--- src/rtl/spec_pulse_accumulator.sv ---
// spec_pulse_accumulator
// Detects a rising threshold crossing on an unsigned ADC sample stream, sums
// a fixed window of ACC_LEN valid samples and strobes SPEC_Acc_Done for one
// cycle with the registered window sum. Crossings that arrive while a window
// or its dead-time is in progress are counted as pile-ups.
//
// Build option: define SPEC_BASELINE_SUB_EN to sum max(adc_data-thr,0)
// (area above threshold) instead of the raw sample. Ports are identical in
// both builds.
module spec_pulse_accumulator #(
  parameter int ADC_W   = 14,
  parameter int ACC_LEN = 16,
  parameter int SUM_W   = 19,
  parameter int HOLDOFF = 8
) (
  input  logic             clk,
  input  logic             rst_n,
  input  logic             Capture_En,
  input  logic [ADC_W-1:0] adc_data,
  input  logic             adc_valid,
  input  logic [ADC_W-1:0] thr,
  output logic [SUM_W-1:0] spec_sum,
  output logic             SPEC_Acc_Done,
  output logic [15:0]      pileup_cnt,
  output logic             busy
);

  // Window counter must reach ACC_LEN; hold counter must hold HOLDOFF-1.
  localparam int CNT_W  = $clog2(ACC_LEN + 1);
  localparam int HOLD_W = ($clog2(HOLDOFF) > 0) ? $clog2(HOLDOFF) : 1;

  typedef enum logic [1:0] {
    S_IDLE = 2'd0,
    S_ACC  = 2'd1,
    S_DONE = 2'd2,
    S_HOLD = 2'd3
  } state_t;

  state_t            state_q;
  state_t            state_d;
  logic [SUM_W-1:0]  acc;
  logic [CNT_W-1:0]  win_cnt;
  logic [HOLD_W-1:0] hold_cnt;
  logic              above_q;

  logic              above_now;
  logic              crossing;
  logic              win_last;
  logic [SUM_W-1:0]  term;

  // Saturating increment for the pile-up counter.
  function automatic logic [15:0] sat_inc16(input logic [15:0] c);
    if (c == 16'hFFFF) begin
      return c;
    end
    return c + 16'd1;
  endfunction

`ifdef SPEC_BASELINE_SUB_EN
  // Area above threshold: negative excursions clip to zero.
  function automatic logic [SUM_W-1:0] sample_term(input logic [ADC_W-1:0] d,
                                                   input logic [ADC_W-1:0] t);
    if (d >= t) begin
      return SUM_W'(d - t);
    end
    return '0;
  endfunction

  assign term = sample_term(adc_data, thr);
`else
  // Raw sample, zero-extended to the sum width.
  function automatic logic [SUM_W-1:0] sample_term(input logic [ADC_W-1:0] d);
    return SUM_W'(d);
  endfunction

  assign term = sample_term(adc_data);
`endif

  assign above_now = (adc_data >= thr);
  assign crossing  = adc_valid & above_now & ~above_q;
  // The accepted sample that brings the count to ACC_LEN closes the window.
  assign win_last  = (win_cnt == CNT_W'(ACC_LEN - 1));

  // Remember whether the last valid sample was at/above threshold; reset to 1
  // so a stream that starts above threshold cannot trigger.
  always_ff @(posedge clk or negedge rst_n) begin
    if (!rst_n) begin
      above_q <= 1'b1;
    end else if (adc_valid) begin
      above_q <= above_now;
    end
  end

  // FSM state register.
  always_ff @(posedge clk or negedge rst_n) begin
    if (!rst_n) begin
      state_q <= S_IDLE;
    end else begin
      state_q <= state_d;
    end
  end

  // FSM next-state logic; Capture_En low forces IDLE from any state.
  always_comb begin
    state_d = state_q;
    if (!Capture_En) begin
      state_d = S_IDLE;
    end else begin
      case (state_q)
        S_IDLE:  if (crossing) state_d = S_ACC;
        S_ACC:   if (adc_valid && win_last) state_d = S_DONE;
        S_DONE:  state_d = S_HOLD;
        S_HOLD:  if (hold_cnt == '0) state_d = S_IDLE;
        default: state_d = S_IDLE;
      endcase
    end
  end

  // FSM outputs: Done is exactly the single DONE-state cycle.
  always_comb begin
    busy          = (state_q != S_IDLE);
    SPEC_Acc_Done = (state_q == S_DONE);
  end

  // Window accumulator and sample counter; invalid cycles stall.
  always_ff @(posedge clk or negedge rst_n) begin
    if (!rst_n) begin
      acc     <= '0;
      win_cnt <= '0;
    end else if (!Capture_En) begin
      acc     <= '0;
      win_cnt <= '0;
    end else begin
      case (state_q)
        S_IDLE: begin
          if (crossing) begin
            acc     <= term;
            win_cnt <= CNT_W'(1);
          end
        end
        S_ACC: begin
          if (adc_valid) begin
            acc     <= acc + term;
            win_cnt <= win_cnt + CNT_W'(1);
          end
        end
        default: begin
          acc     <= acc;
          win_cnt <= win_cnt;
        end
      endcase
    end
  end

  // Result register: loaded with the completed window, retained otherwise
  // (including while Capture_En is low).
  always_ff @(posedge clk or negedge rst_n) begin
    if (!rst_n) begin
      spec_sum <= '0;
    end else if (Capture_En && (state_q == S_ACC) && adc_valid && win_last) begin
      spec_sum <= acc + term;
    end
  end

  // Dead-time counter loaded on DONE and run down in HOLD.
  always_ff @(posedge clk or negedge rst_n) begin
    if (!rst_n) begin
      hold_cnt <= '0;
    end else if (!Capture_En) begin
      hold_cnt <= '0;
    end else if (state_q == S_DONE) begin
      hold_cnt <= HOLD_W'(HOLDOFF - 1);
    end else if ((state_q == S_HOLD) && (hold_cnt != '0)) begin
      hold_cnt <= hold_cnt - HOLD_W'(1);
    end
  end

  // Count crossings rejected while a window or its dead-time is active.
  always_ff @(posedge clk or negedge rst_n) begin
    if (!rst_n) begin
      pileup_cnt <= '0;
    end else if (!Capture_En) begin
      pileup_cnt <= '0;
    end else if (crossing && (state_q != S_IDLE)) begin
      pileup_cnt <= sat_inc16(pileup_cnt);
    end
  end

endmodule

--- config.mk ---
export PLATFORM = sky130hd
export DESIGN_NAME = spec_pulse_accumulator
export DESIGN_NICKNAME = d
export VERILOG_FILES = /design/src/rtl/spec_pulse_accumulator.sv
export SDC_FILE = /design/constraint.sdc
export NUM_CORES = 1
export LEC_CHECK = 0
export CORE_ASPECT_RATIO = 1.2
export CORE_MARGIN = 2
export CORE_UTILIZATION = 39
export DETAILED_ROUTE_END_ITERATION = 10
export GPL_ROUTABILITY_DRIVEN = 0
export PLACE_DENSITY = 0.71
export SLEW_MARGIN = 40
export SYNTH_ARGS = -nofsm -noshare
export SYNTH_HDL_FRONTEND = slang
export SYNTH_SLANG_ARGS = --single-unit
--- constraint.sdc ---
create_clock -name clk -period 2.4 [get_ports clk]
set_clock_uncertainty 0.15 [all_clocks]
set_input_delay 0.48 -clock clk [delete_from_list [all_inputs] [get_ports clk]]
set_output_delay 0.48 -clock clk [all_outputs]
set_load 0.05 [all_outputs]
* Yosys cells after proc, flatten, opt, wreduce, memory -nomap -nowiden *
Cells that the tools add are included.

cells by class
  $add $sub $neg = 4
  $lt $le $gt $ge = 1
  equal/unequal tests = 13
  multiplexer cells = 22
  bitwise gates (word level) = 3
  reductions and logical operators = 13

operators with widths
  kind                                                   count
  2-to-1 mux 19 bit                                      3
  2-to-1 mux 16 bit                                      3
  case mux 19 bit (2 select lines)                       1
  adder 19 x 14 -> 19 bit                                1
  adder 16 x 1 -> 16 bit, second input constant          1
  equality test 16 bit, second input constant            1
  2-to-1 mux 5 bit                                       3
  inequality test 3 bit, second input constant           5
  >= comparator 14 bit                                   1
  case mux 5 bit (2 select lines)                        1
  2-to-1 mux 3 bit                                       3
  2-to-1 mux 2 bit                                       4
  case mux 2 bit (4 select lines)                        1
  logical AND 1 bit                                      6
  inequality test 3 x 1 -> 1 bit, second input constant  2
  AND reduction 3 bit                                    2
  adder 5 x 1 -> 5 bit, second input constant            1
  equality test 5 x 4 -> 1 bit, second input constant    1
  equality test 2 bit, second input constant             2
  zero test 3 bit                                        1
  2-to-1 mux 1 bit                                       3
  nonzero test 3 bit                                     1
  subtractor 3 x 1 -> 3 bit, second input constant       1
  bitwise AND 1 bit                                      2
  6 further kinds                                        6

word-level totals
  flip-flop bits (word level) = 65
  input bits = 32
  output and inout port bits = 37
  word-level logic and storage cells = 63

* Depth between registers and ports, before layout *
  depth after elaboration = 9
  depth in mapped cells = 10
  depth with buffers taken out = 9

* Worst setup path after synthesis *
Ideal clock, no wire load.

  path type = input port to flip-flop
  from = input port adc_data[0]
  to = register spec_sum[16]
  arrival = 2.385 ns
  data required time = 2.119 ns
  setup slack = -0.266 ns
  stages on the path = 9
  cell sequence = ha_1 -> fa_1 -> a211oi_2 -> o21ai_2 -> o31a_1 -> a311o_2 -> nand3_2 -> xor2_1 -> o21ai_1

on the way
  longest elaborated chain between the ends = 1

ends and longest elaborated chain
  element                  line  source
  start: declaration       19    input logic [ADC_W-1:0] adc_data,
  adder 19 x 14 -> 19 bit  161   spec_sum <= acc + term;
  end signal: assignment   161
  end: declaration         22    output logic [SUM_W-1:0] spec_sum,

Every way passes these cells.
A chain may end at the register's enable or synchronous reset.

* Final worst setup path *
  from = register acc[0]
  to = register spec_sum[18]

on the way
  longest elaborated chain between the ends = 1

ends and longest elaborated chain
  element                   line  source
  start: declaration        41    logic [SUM_W-1:0] acc;
  start signal: assignment  137   acc <= term;
  start signal: assignment  143   acc <= acc + term;
  adder 19 x 14 -> 19 bit   161

Every way passes these cells.

==> impl_metrics.prom <==
# TYPE chip_impl_metric gauge
chip_impl_metric{name="post-place-cells",unit=""} 708
chip_impl_metric{name="coreArea",unit="sq um"} 10900
chip_impl_info{name="tritoncts_clock_tree",value="built"} 1
chip_impl_metric{name="vdd_ir_drop_max",unit="mV"} 0.448
chip_impl_metric{name="die-height",unit="um"} 119
chip_impl_metric{name="detailedRoute.firstPassIterationCount",unit=""} 4
chip_impl_info{name="grt_setup_unrepaired",value="yes"} 1
chip_impl_metric{name="final_hold_viol_count",unit=""} 0
chip_impl_info{name="worstHoldStart",value="spec_sum[8]$_DFFE_PN0P_"} 1
chip_impl_metric{name="vias_per_cell",unit=""} 5.53
chip_impl_metric{name="timing.setup.tns",unit="ns"} -1.48
chip_impl_metric{name="instances_no_fill",unit=""} 730
chip_impl_metric{name="place_ws",unit="ns"} -0.768
chip_impl_info{name="result_of_the_run",value="finished, violations left"} 1
chip_impl_metric{name="synth.net_count",unit=""} 535
chip_impl_info{name="timing.rr.end",value="spec_sum[18]$_DFFE_PN0P_"} 1
chip_impl_metric{name="maxCapViolCount",unit=""} 0
chip_impl_metric{name="pwr-share-seq",unit="%"} 30.5
chip_impl_metric{name="setup_viol_count_final",unit=""} 11
chip_impl_metric{name="combPwrFrac",unit="%"} 38.6
chip_impl_metric{name="drt_iter0_drc",unit=""} 176
chip_impl_metric{name="power_switching",unit="W"} 0.00140
chip_impl_metric{name="internal_power_of_the_cells",unit="W"} 0.00259
chip_impl_metric{name="worst_slew_pin_slew",unit="ns"} 0.521
chip_impl_metric{name="grtUsageTotal",unit="%"} 20.3
chip_impl_metric{name="cellLeakagePower",unit="nW"} 2.76
chip_impl_metric{name="antennaDiodeCount",unit=""} 0
chip_impl_metric{name="synth_area",unit="sq um"} 4330
chip_impl_metric{name="hold_depth",unit=""} 2
chip_impl_metric{name="cts_buffer_depth",unit=""} 2
chip_impl_metric{name="h-tree-depth",unit=""} 3
chip_impl_metric{name="syn-mean-instance-area",unit="sq um"} 9.31
chip_impl_metric{name="post_drt_wl_per_cell",unit="um"} 16.1
chip_impl_info{name="startpoint_type",value="register"} 1
chip_impl_metric{name="fin_worst_hold_slack",unit="ns"} 0.327
chip_impl_metric{name="clk-insertion-delay-late",unit="ns"} 0.34
chip_impl_metric{name="drt_wl_total",unit="um"} 11700
chip_impl_metric{name="route.antenna.remaining_nets",unit=""} 0
chip_impl_metric{name="via_count",unit=""} 4037
chip_impl_metric{name="grt_max_degree",unit=""} 51
chip_impl_metric{name="tritoncts_num_sinks",unit=""} 65
chip_impl_metric{name="pwr-share-clk",unit="%"} 30.9
chip_impl_metric{name="grt_overflow",unit=""} 0
chip_impl_metric{name="yosysWarningCount",unit=""} 0
chip_impl_metric{name="synth_cell_type_count",unit=""} 68
chip_impl_metric{name="synthToLayoutAreaGrowth",unit="%"} 44.2
chip_impl_info{name="endpoint_kind",value="register"} 1
chip_impl_info{name="crit_path_cell_trace",value="ha_4 > fa_2 > a211oi_2 > o21ai_2 > o31a_1 > a311o_2 > nand3_4 > xor2_1 > o21ai_1"} 1
chip_impl_metric{name="flop_and_latch_count_out_of_synthesis",unit=""} 65
chip_impl_info{name="critical_path.reg2reg.startpoint",value="acc[0]$_DFFE_PN0P_"} 1
chip_impl_metric{name="clk_pin_slew_worst_paths",unit="ns"} 0.05
chip_impl_metric{name="worst_slew_margin_relative_to_its_limit",unit="%"} 65.1
chip_impl_metric{name="portBuffers",unit=""} 68
chip_impl_info{name="critical_path_class",value="register to register"} 1
chip_impl_info{name="ys_dominant_reg_cell",value="dfrtp_1"} 1
chip_impl_metric{name="die_x",unit="um"} 100
chip_impl_metric{name="worst_r2r_path_depth",unit=""} 9
chip_impl_metric{name="final.min_clock_period",unit="ns"} 2.60
chip_impl_metric{name="post-layout-total-power",unit="W"} 0.00399
chip_impl_metric{name="fmaxAchievable",unit="MHz"} 385
chip_impl_metric{name="cp.arrival",unit="ns"} 2.67
chip_impl_metric{name="worst-r2r-setup-slack",unit="ns"} -0.20
chip_impl_metric{name="synth_async_sr_flop_share",unit="%"} 100
chip_impl_metric{name="synth-edff-count",unit=""} 0
chip_impl_metric{name="global_route_wire_length_before_repair",unit="um"} 19300
chip_impl_metric{name="post-route-period-util",unit="%"} 108
chip_impl_info{name="failing_checks",value="negative setup slack"} 1
chip_impl_info{name="critPathSlowestCell",value="a311o_2"} 1
chip_impl_metric{name="first_global_vias",unit=""} 4020
chip_impl_info{name="min_delay_path_class",value="register to register"} 1
chip_impl_info{name="hold-path-endpoint",value="spec_sum[8]$_DFFE_PN0P_"} 1
chip_impl_metric{name="detailed_place_hpwl",unit="um"} 8270
chip_impl_metric{name="die-area",unit="sq um"} 12000
chip_impl_metric{name="floorplan.initialDensity",unit="%"} 39.6
chip_impl_info{name="worst_setup_path_startpoint",value="acc[0]$_DFFE_PN0P_"} 1
chip_impl_metric{name="antenna_found_initial",unit=""} 0
chip_impl_info{name="clock-root-buffer",value="clkbuf_16"} 1
chip_impl_metric{name="critical_path_peak_fanout",unit=""} 5
chip_impl_metric{name="cp.required",unit="ns"} 2.47
chip_impl_metric{name="finalNetCount",unit=""} 663
chip_impl_metric{name="power_switching_share",unit="%"} 35.0
chip_impl_metric{name="netlist_instances",unit=""} 465
chip_impl_metric{name="std_cell_rows",unit=""} 42
chip_impl_metric{name="worst_path_largest_cell_delay",unit="ns"} 0.42
chip_impl_metric{name="postLayoutSetupSlackWorst",unit="ns"} -0.199
chip_impl_metric{name="cts_made_buffers",unit=""} 9
chip_impl_metric{name="power_per_cell_area",unit="nW/um^2"} 639
chip_impl_metric{name="design.portCount",unit=""} 69
chip_impl_metric{name="drc",unit=""} 0
chip_impl_metric{name="layout-drive-gt1-share",unit="%"} 28.4
chip_impl_metric{name="share_of_synthesized_area_occupied_by_flip_flops_and_latches",unit="%"} 37.6
chip_impl_metric{name="slew_violations",unit=""} 0
## stage by stage
step	util (%)	cell area [sq um]
3_3_place_gp	51.3	5610
3_5_place_dp	51.3	5610
4_1_cts	56.3	6150
2_1_floorplan	-	4350
5_1_grt	57.1	6240
6_report	57.1	6240
## repair_timing
item / in CTS / in global routing
gates resized for setup: 72 / 46
gates cloned: 0 / 0
endpoints found under the setup margin: 55 / 34
hold buffers: 1 / 0
pin swaps: 30 / 17
hold endpoints to repair: 15 / 0
buffers inserted: 2 / 3
## sequential cells by signal, indices dropped and copies added, names as in the netlist
register    cells
win_cnt         5
spec_sum       19
pileup_cnt     16
hold_cnt        3
acc            19
state_q         2
above_q         1
## per-layer routing
metal | vias up | wire, um | track usage, %
li1 | 1951 | - | -
met1 | 1947 | 4930 | 24.4
met2 | 109 | 6040 | 35.5
met3 | 30 | 441 | 2.93
met4 | 0 | 324 | 8.65
met5 | - | 0 | 0
## kinds of logic (layout without fill, tap and decap cells)
| group | Yosys count | count (layout) | synth area share, % |
|---|---|---|---|
| AO/OA/AOI/OAI | 124 | 124 | 19.6 |
| adder cells (fa/ha/maj) | 38 | 38 | 11.2 |
| buffers and inverters | 48 | 181 | 4.56 |
| multiplexers | 20 | 20 | 4.91 |
| flip-flops | 65 | 65 | 37.6 |
| AND/OR/NAND/NOR | 145 | 145 | 17.2 |
| XOR/XNOR | 25 | 25 | 5.06 |
## synthesized netlist by cell type, types with 9 or more instances
cell / instances / area share (%)
inv_1: 28 / 2.4
xnor2_1: 13 / 2.6
nand3_1: 21 / 2.4
mux2i_1: 10 / 2.3
ha_1: 37 / 11
mux2_2: 10 / 2.6
a21oi_1: 34 / 3.9
nand2_1: 40 / 3.5
o21ai_0: 17 / 2.0
dfrtp_1: 64 / 37
clkbuf_1: 11 / 0.95
o211ai_1: 9 / 1.6
xor2_1: 12 / 2.4
nor2_1: 31 / 2.7
## cell type report
type                    instances  area, sq um
repair buffers                136         1190
flip-flops and latches         65         1630
multi-input cells             352         2880
clock inverters                 3         15.0
fillers                       922         4690
inverters                      29          109
clock buffers                  13          260
well taps                     132          165
## worst max-delay path, delay by kind of cell, from the launching register on
family / cells / cell delay [ns]
AND/OR/NAND/NOR: 1 / 0.14
AO/OA/AOI/OAI: 5 / 1.07
XOR/XNOR: 1 / 0.15
adder cells (fa/ha/maj): 2 / 0.57
flip-flops: 1 / 0.40
## power by group through the flow
stage	Combinational (W)	Sequential, W	Clock, W
2_1_floorplan	0.000862	0.00122	0
3_3_place_gp	0.00136	0.00122	0
5_1_grt	0.00169	0.00122	0.00129
3_5_place_dp	0.00140	0.00123	0
4_1_cts	0.00147	0.00122	0.00126
6_report	0.00154	0.00121	0.00123
## worst max path at each step
| stage | cells after the start | end |
|---|---|---|
| after floorplan | 9 | spec_sum[16]$_DFFE_PN0P_ |
| after global placement | 10 | spec_sum[18]$_DFFE_PN0P_ |
| after detailed placement | 10 | spec_sum[18]$_DFFE_PN0P_ |
| after CTS | 9 | spec_sum[18]$_DFFE_PN0P_ |
| after global routing | 11 | acc[12]$_DFFE_PN0P_ |
| final | 9 | spec_sum[18]$_DFFE_PN0P_ |
## cells in the final DEF (no fill, tap or decap), types with 11 or more instances in the layout
cell             instances
a21oi_1                 32
buf_4                   59
clkdlybuf4s50_1         37
dfrtp_1                 64
dlygate4sd2_1           11
ha_1                    22
ha_4                    15
inv_1                   18
nand2_1                 39
nand3_1                 20
nor2_1                  30
o21ai_0                 15
xnor2_1                 12
xor2_1                  11
Note: power is estimated with default switching activity, not from simulation.
